File: src/rtl/pe_array_id_loader.sv
// Streams the generator's ID tables (4 buses x YID then XID, then the LN word) into the PE config port.
// Two cycles per entry (fetch, send); cfg_* hold while cfg_valid && !cfg_ready, each stall adds a cycle.
module pe_array_id_loader #(
  parameter int Y_ENTRIES = 6,
  parameter int X_ENTRIES = 48
) (
  input  logic       clk,
  input  logic       rst_n,
  input  logic       start,
  output logic       busy,
  output logic       done,
  output logic [1:0] rd_sel,
  output logic       rd_y,
  output logic [5:0] rd_idx,
  input  logic [4:0] rd_data,
  input  logic [4:0] ln_config,
  output logic       cfg_valid,
  input  logic       cfg_ready,
  output logic [2:0] cfg_sel,
  output logic       cfg_y,
  output logic [5:0] cfg_addr,
  output logic [4:0] cfg_data
);

  typedef enum logic [1:0] {IDLE, FETCH, SEND, DONE} state_t;

  localparam logic [5:0] Y_LAST = 6'(Y_ENTRIES - 1);
  localparam logic [5:0] X_LAST = 6'(X_ENTRIES - 1);
  localparam logic [2:0] SEL_LN = 3'd4;

  state_t     state_q, state_d;
  logic [2:0] sel_q, sel_d;
  logic       y_q, y_d;
  logic [5:0] idx_q, idx_d;
  logic       cfg_valid_q, cfg_valid_d;
  logic [2:0] cfg_sel_q, cfg_sel_d;
  logic       cfg_y_q, cfg_y_d;
  logic [5:0] cfg_addr_q, cfg_addr_d;
  logic [4:0] cfg_data_q, cfg_data_d;
  logic       busy_q, busy_d;
  logic       done_q, done_d;

  always_comb begin
    state_d     = state_q;
    sel_d       = sel_q;
    y_d         = y_q;
    idx_d       = idx_q;
    cfg_valid_d = cfg_valid_q;
    cfg_sel_d   = cfg_sel_q;
    cfg_y_d     = cfg_y_q;
    cfg_addr_d  = cfg_addr_q;
    cfg_data_d  = cfg_data_q;
    case (state_q)
      IDLE: begin
        if (start) begin
          sel_d   = 3'd0;
          y_d     = 1'b1;
          idx_d   = 6'd0;
          state_d = FETCH;
        end
      end
      FETCH: begin
        cfg_sel_d   = sel_q;
        cfg_y_d     = y_q;
        cfg_addr_d  = idx_q;
        cfg_data_d  = (sel_q == SEL_LN) ? ln_config : rd_data;
        cfg_valid_d = 1'b1;
        state_d     = SEND;
      end
      SEND: begin
        if (cfg_valid_q && cfg_ready) begin
          cfg_valid_d = 1'b0;
          if (sel_q == SEL_LN) begin
            state_d = DONE;
          end else begin
            state_d = FETCH;
            if (y_q) begin
              if (idx_q == Y_LAST) begin
                y_d   = 1'b0;
                idx_d = 6'd0;
              end else begin
                idx_d = idx_q + 6'd1;
              end
            end else if (idx_q == X_LAST) begin
              // Bus 3 rolls into the LN step, which is addressed as an XID slot 0.
              sel_d = sel_q + 3'd1;
              y_d   = (sel_q != 3'd3);
              idx_d = 6'd0;
            end else begin
              idx_d = idx_q + 6'd1;
            end
          end
        end
      end
      DONE: begin
        state_d = IDLE;
      end
      default: begin
        state_d = IDLE;
      end
    endcase
    busy_d = (state_d != IDLE);
    done_d = (state_d == DONE);
  end

  always_ff @(posedge clk or negedge rst_n) begin
    if (!rst_n) begin
      state_q     <= IDLE;
      sel_q       <= 3'd0;
      y_q         <= 1'b0;
      idx_q       <= 6'd0;
      cfg_valid_q <= 1'b0;
      cfg_sel_q   <= 3'd0;
      cfg_y_q     <= 1'b0;
      cfg_addr_q  <= 6'd0;
      cfg_data_q  <= 5'd0;
      busy_q      <= 1'b0;
      done_q      <= 1'b0;
    end else begin
      state_q     <= state_d;
      sel_q       <= sel_d;
      y_q         <= y_d;
      idx_q       <= idx_d;
      cfg_valid_q <= cfg_valid_d;
      cfg_sel_q   <= cfg_sel_d;
      cfg_y_q     <= cfg_y_d;
      cfg_addr_q  <= cfg_addr_d;
      cfg_data_q  <= cfg_data_d;
      busy_q      <= busy_d;
      done_q      <= done_d;
    end
  end

  assign rd_sel    = sel_q[1:0];
  assign rd_y      = y_q;
  assign rd_idx    = idx_q;
  assign busy      = busy_q;
  assign done      = done_q;
  assign cfg_valid = cfg_valid_q;
  assign cfg_sel   = cfg_sel_q;
  assign cfg_y     = cfg_y_q;
  assign cfg_addr  = cfg_addr_q;
  assign cfg_data  = cfg_data_q;

endmodule

File: config.mk
export PLATFORM = sky130hd
export DESIGN_NAME = pe_array_id_loader
export DESIGN_NICKNAME = d
export VERILOG_FILES = /design/src/rtl/pe_array_id_loader.sv
export SDC_FILE = /design/constraint.sdc
export NUM_CORES = 1
export LEC_CHECK = 0
export CAP_MARGIN = 20
export CORE_ASPECT_RATIO = 0.8
export CORE_UTILIZATION = 47
export DETAILED_ROUTE_END_ITERATION = 7
export GPL_TIMING_DRIVEN = 0
export HOLD_SLACK_MARGIN = 0.06
export PLACE_DENSITY = 0.79
export SYNTH_ARGS = -nofsm -noshare
export SYNTH_HDL_FRONTEND = slang
export SYNTH_SLANG_ARGS = --single-unit
File: constraint.sdc
create_clock -name clk -period 2.15 [get_ports clk]
set_input_delay 0.3225 -clock clk [delete_from_list [all_inputs] [get_ports clk]]
set_output_delay 0.3225 -clock clk [all_outputs]
set_load 0.02 [all_outputs]
==> run summary, run 1 <==
status = finished clean
row count = 17
Die X = 64.9 um
critical path cell sequence = inv_1 > ha_1 > nand2_2 > a32oi_2 > or4_1 > a22oi_1
FF-to-FF End = rd_idx[5]
clk_lat worst skew = 0.29 ns
critical path required time = 2.35 ns
overall power = 1.09 mW
post-CTS setup buffers = 0
# DRC = 0
Critical Path Source Type = register
Die ar. = 0.00339 mm^2
Pre-Repair DR Iteration Count = 4
WL final = 3830 um
CP delay by family, top = simple AND/OR/NAND/NOR gates
VDD IR-drop max = 0.000426 V
layout cells sized above 1 = 0.133
largest net degree at the start of global routing = 17
CP max stage delay = 0.51 ns
Hold Path Class = register to register
All-Layer GR Usage = 0.260
global-route wire length before repair = 6310 um
Inserted Diodes = 0
WL per Instance = 16.5 um
Syn Inst Count = 146
hold_sp = cfg_sel[1]
end of the worst hold path = cfg_sel[1]
post-DP HPWL = 2740 um
CTS tree = done
num ports = 41
FMAX = 0.496 GHz
CP max stage cell = or4_1
WP data arrival = 2.21 ns
htree depth = 2
global route overflow = 0
FFs w/ async S/R, synth = 1.00
Seq cells post-synth = 30
post-placement cell count = 225
clock sinks = 30
period utilisation layout = 0.937
ranking of synthesized cells by area = dfrtp_1, nand2_1, o21ai_0
clock-pin transition on the worst setup and hold timing paths = 0.06 ns
worst path bufs/invs = 1
hold_buf cts = 0
hold depth = 2
Post-Syn Area per Cell = 10.2 um^2
Final Critical Period = 2.01 ns
Final Non-Filler Cells = 233
Max Transition Viols Final = 0
Reg2Reg Setup Slack = 0.14 ns
Setup crit end kind = register
Reg2Reg Depth = 6
RR Startpoint = sel_q[0]
Mapped Nets = 165
setup violators final = 0
Initial Util = 0.517
Synth warnings = 0
Cell variety after synth = 35
Slew headroom = 0.467
NumNets Final = 213
CTS root buf = clkbuf_8
Main synth FF type = dfrtp_1
number of antenna violations at the first check in global routing = 0
pwr/cell area = 527 mW/mm^2
RSZ-0062 raised after global routing = false
Synth area leader = dfrtp_1
Die Y = 52.3 um
IO buf count = 40
Max-Cap Viols = 0
CTS max path bufs = 2
post-synth top area share = 0.505
CP Max Fanout = 10
Post-synth EDFFs = 0
vias in the first global route = 1366
post-route ant nets = 0
Fin. Hold Viols = 0
mapped cell area = 0.00149 mm^2
DRT iter0 DRCs = 46
Leak Pwr = 0.899 nW
Area Growth Syn to Fin = 38.8%
sequential share of the synthesized area = 0.505
clk_skew = 0.00585 ns
Vias per Instance = 5.67
core area = 0.00287 mm^2
Worst Tran Pin Value = 0.797 ns
CTS buffer count = 5
crit path kind = register to register
routability cong. = 0.896
via count = 1321
[how the worst max path moves through the flow]
stage	startpoint	end	slack, ns	depth (start not counted)
final	sel_q[0]	rd_idx[5]	0.14	6
after global placement	cfg_ready	rd_idx[5]	-0.008	6
after detailed placement	cfg_ready	rd_idx[5]	-0.07	6
after global routing	rd_idx[1]	sel_q[0]	0.04	6
after CTS	rd_idx[0]	sel_q[2]	0.04	6
after floorplan	rd_idx[0]	sel_q[2]	0.21	6
[flip-flops by register name, indices dropped and copies added (netlist names), 2 cells and up]
| register | flops |
|---|---|
| cfg_addr | 6 |
| rd_idx | 6 |
| cfg_data | 5 |
| cfg_sel | 3 |
| sel_q | 3 |
| state_q | 2 |
[worst reg2reg max path, cell delays in order, from the launching register on]
cell	delay, ns
dfrtp_1	0.46
inv_1	0.08
ha_1	0.21
nand2_2	0.24
a32oi_2	0.25
or4_1	0.51
a22oi_1	0.18
[metrics by stage]
step	cell area (um^2)	hold slack (ns)	utilization	setup TNS (ns)	worst slack [ns]
after floorplan	1490	0.0269	-	0	0.207
after detailed placement	1950	0.472	0.678	-0.121	-0.0696
after CTS	2040	0.486	0.711	0	0.0446
after global placement	1930	0.462	0.673	-0.0103	-0.00843
after global routing	2060	0.509	0.718	0	0.0392
final	2060	0.482	0.718	0	0.136
[cell usage in the layout (no fill, tap or decap), types with 2 or more instances in the layout]
| master | instances |
|---|---|
| clkbuf_1 | 5 |
| or3_1 | 2 |
| nand2_1 | 25 |
| mux2i_1 | 5 |
| a22oi_1 | 3 |
| o311ai_2 | 2 |
| mux2_2 | 4 |
| buf_2 | 2 |
| buf_4 | 2 |
| ha_1 | 4 |
| nand3b_1 | 3 |
| or4_1 | 3 |
| inv_1 | 8 |
| a21oi_1 | 3 |
| nor2b_1 | 2 |
| dfrtp_1 | 29 |
| nand3_1 | 4 |
| clkbuf_8 | 6 |
| clkdlybuf4s50_1 | 40 |
| nand2_2 | 2 |
| o211ai_1 | 7 |
| o21ai_0 | 15 |
[power by group]
part | internal [mW] | switching (mW)
clock network | 0.258 | 0.211
logic | 0.0283 | 0.0213
registers | 0.566 | 0.00235
total | 0.851 | 0.235
[logic make-up (layout without fill, tap and decap cells)]
kind of cell,Yosys count,count (layout),share of synthesized area
compound gates,39,39,0.181
fa+ha+maj,5,5,0.0421
buf+inv,16,65,0.0472
flops,30,30,0.505
simple gates,47,47,0.160
mux,9,9,0.0640
[cells in the mapped netlist (2+ instances only)]
cell,number
dfrtp_1,30
nand2_1,26
o21ai_0,15
inv_1,8
o211ai_1,7
ha_1,5
mux2i_1,5
clkbuf_1,4
mux2_2,4
nand3_1,4
a21oi_1,3
a22oi_1,3
nand3b_1,3
or4_1,3
buf_2,2
buf_4,2
nor2b_1,2
o311ai_2,2
or3_1,2
[what timing repair did]
item,4_1_cts,5_1_grt
endpoints found under the setup margin,3,5
gates cloned,0,0
resized for setup,1,4
[area by class of cell]
| class | count | area (um^2) |
|---|---|---|
| Clock inverter | 1 | 5.00 |
| Multi-Input combinational cell | 100 | 684 |
| Buffer | 8 | 40.0 |
| Fill cell | 222 | 811 |
| Clock buffer | 7 | 86.3 |
| Tap cell | 38 | 47.5 |
| Inverter | 8 | 30.0 |
| Timing Repair Buffer | 41 | 415 |
| Sequential cell | 30 | 752 |
[routing by layer]
metal	GRT usage	wire, um	up-vias
met5	0	0	-
met4	0.137	78	0
met3	0.0609	179	9
met2	0.469	1990	39
met1	0.286	1580	648
li1	-	-	625
Note: power is estimated with default switching activity, not from simulation.
==> run 2: changes to the inputs <==
MAX_ROUTING_LAYER = met4   (was default)
==> run 2 against run 1 <==
  * Routed wire length about the same
  * Via count up 0.38%
  * Critical path depth unchanged
  * Combinational power about the same
  * Clock-buffer cell count unchanged
  * Cell count unchanged
  * First-iteration DRC count up 22%
  * Register-to-register slack about the same
  * Sequential share of layout area unchanged
  * Power about the same
  * Die area unchanged
  * Critical path type unchanged
  * Largest cell class unchanged
  * Largest power group unchanged
==> run summary, run 2 (same netlist as run 1, synthesis figures left out) <==
htree depth = 2 (unchanged)
CP Max Fanout = 8 (was 10)
Pre-Repair DR Iteration Count = 4 (unchanged)
Initial Util = 0.517 (unchanged)
global route overflow = 0 (unchanged)
clock sinks = 30 (unchanged)
Sequential Power Share = 0.523 (about the same)
Logic pwr share = 0.046 (about the same)
Fin. Hold Viols = 0 (unchanged)
Max Transition Viols Final = 0 (unchanged)
All-Layer GR Usage = 0.267 (was 0.260)
number of antenna violations at the first check in global routing = 0 (unchanged)
clock power share = 0.432 (about the same)
setup TNS = 0 ns (unchanged)
DRT iter0 DRCs = 56 (was 46)
post-route ant nets = 0 (unchanged)
cell-internal power = 0.851 mW (about the same)
Leak Pwr = 0.899 nW (unchanged)
status = finished clean (unchanged)
period utilisation layout = 0.934 (was 0.937)
CTS max path bufs = 2 (unchanged)
setup violators final = 0 (unchanged)
num ports = 41 (unchanged)
Die Y = 52.3 um (unchanged)
Final Critical Period = 2.01 ns (about the same)
crit path capture = sel_q[2] (was rd_idx[5])
FMAX = 0.498 GHz (was 0.496 GHz)
Reg2Reg Depth = 6 (unchanged)
pwr/cell area = 527 mW/mm^2 (about the same)
largest net degree at the start of global routing = 17 (unchanged)
fillers = 222 (unchanged)
slack of the critical path = 0.142 ns (was 0.136 ns)
clock-pin transition on the worst setup and hold timing paths = 0.06 ns (about the same)
NumNets Final = 213 (unchanged)
IO buf count = 40 (unchanged)
RR Startpoint = rd_idx[1] (was sel_q[0])
core area = 0.00287 mm^2 (unchanged)
FF-to-FF End = sel_q[2] (was rd_idx[5])
most frequent cells in the layout = clkdlybuf4s50_1, dfrtp_1, nand2_1 (unchanged)
vias in the first global route = 1366 (unchanged)
WL per Instance = 16.5 um (about the same)
WP data arrival = 2.20 ns (was 2.21 ns)
CTS root buf = clkbuf_8 (unchanged)
Vias per Instance = 5.69 (was 5.67)
Area Growth Syn to Fin = 38.8% (unchanged)
global-route wire length before repair = 6310 um (unchanged)
Inserted Diodes = 0 (unchanged)
Final Non-Filler Cells = 233 (unchanged)
routability cong. = 0.911 (was 0.896)
Hold Path Class = register to register (unchanged)
Die X = 64.9 um (unchanged)
row count = 17 (unchanged)
commonest non-fill, non-tap cell in the layout = clkdlybuf4s50_1 (unchanged)
Final Util = 0.718 (unchanged)
crit path kind = register to register (unchanged)
Die ar. = 0.00339 mm^2 (unchanged)
CP Launch Point = rd_idx[1] (was sel_q[0])
CTS buffer count = 5 (unchanged)
Worst Tran Pin Value = 0.794 ns (was 0.797 ns)
# DRC = 0 (unchanged)
switching share of power = 0.216 (about the same)
Slew headroom = 0.469 (was 0.467)
Reg2Reg Setup Slack = 0.14 ns (about the same)
Max-Cap Viols = 0 (unchanged)
hold slack = 0.482 ns (about the same)
NetSw = 0.235 mW (about the same)
clk_skew = 0.00601 ns (was 0.00585 ns)
layout cells sized above 1 = 0.133 (unchanged)
VDD IR-drop max = 0.000426 V (about the same)
Setup crit end kind = register (unchanged)
via count = 1326 (was 1321)
WL final = 3840 um (was 3830 um)
hold_buf cts = 0 (unchanged)
CTS tree = done (unchanged)
DP Worst Slack = -0.0696 ns (unchanged)
Critical Path Source Type = register (unchanged)
clk_lat worst skew = 0.29 ns (about the same)
critical path required time = 2.34 ns (was 2.35 ns)
post-DP HPWL = 2740 um (unchanged)
post-placement cell count = 225 (unchanged)
RSZ-0062 raised after global routing = false (unchanged)
==> run 2: cell counts in the layout (fill, tap and decap cells not counted) <==
No cell type changed its count.
==> run 2: power by group through the flow <==
stage | logic, mW | registers [mW] | clock network (mW)
global placement | 0.0442 | 0.578 | 0
detailed placement | 0.0501 | 0.578 | 0
global route | 0.0543 | 0.568 | 0.498
finish | 0.0496 | 0.568 | 0.469
CTS | 0.0502 | 0.568 | 0.467
floorplan | 0.00615 | 0.579 | 0
==> run 2: metrics by stage <==
| stage | area, um^2 | power (mW) |
|---|---|---|
| after floorplan | 1490 | 0.585 |
| after global placement | 1930 | 0.622 |
| after detailed placement | 1950 | 0.628 |
| after CTS | 2040 | 1.09 |
| after global routing | 2060 | 1.12 |
| final | 2060 | 1.09 |
==> run 2: worst min path at each step <==
stage,start,end,cells past startpoint
3_5_place_dp,cfg_sel[1],cfg_sel[1],2
3_3_place_gp,cfg_data[3],cfg_data[3],2
4_1_cts,cfg_data[2],cfg_data[2],2
6_report,cfg_sel[1],cfg_sel[1],2
2_1_floorplan,rst_n,busy,0
5_1_grt,cfg_data[2],cfg_data[2],2
==> run 2: per-layer routing <==
metal | part of all wire | routed length [um] | GRT usage | up-vias
li1 | - | - | - | 624
met1 | 0.40 | 1540 | 0.289 | 643
met2 | 0.51 | 1970 | 0.469 | 48
met3 | 0.059 | 225 | 0.0565 | 11
met4 | 0.025 | 94 | 0.137 | 0
met5 | 0 | 0 | - | -
==> run 2: cell type report <==
class / instances / area, um^2 / share of cell area
buffer: 8 / 40.0 / 0.0194
multi-input combinational: 100 / 684 / 0.332
tap: 38 / 47.5 / 0.0231
sequential: 30 / 752 / 0.365
clock inverter: 1 / 5.00 / 0.00243
clock buffer: 7 / 86.3 / 0.0419
inverter: 8 / 30.0 / 0.0146
timing repair buffer: 41 / 415 / 0.202
==> run 2: worst max-delay path, stage by stage (launching register included) <==
cell and delay (ns):
dfrtp_1 0.43, ha_2 0.27, nand2_1 0.10, or4_1 0.43, buf_2 0.19, or2_4 0.27
o311ai_2 0.23
==> run 2: repair_timing <==
action	4_1_cts	5_1_grt
buffers inserted	0	0
resized for setup	1	4
gates cloned	0	0
endpoints found under the setup margin	3	5
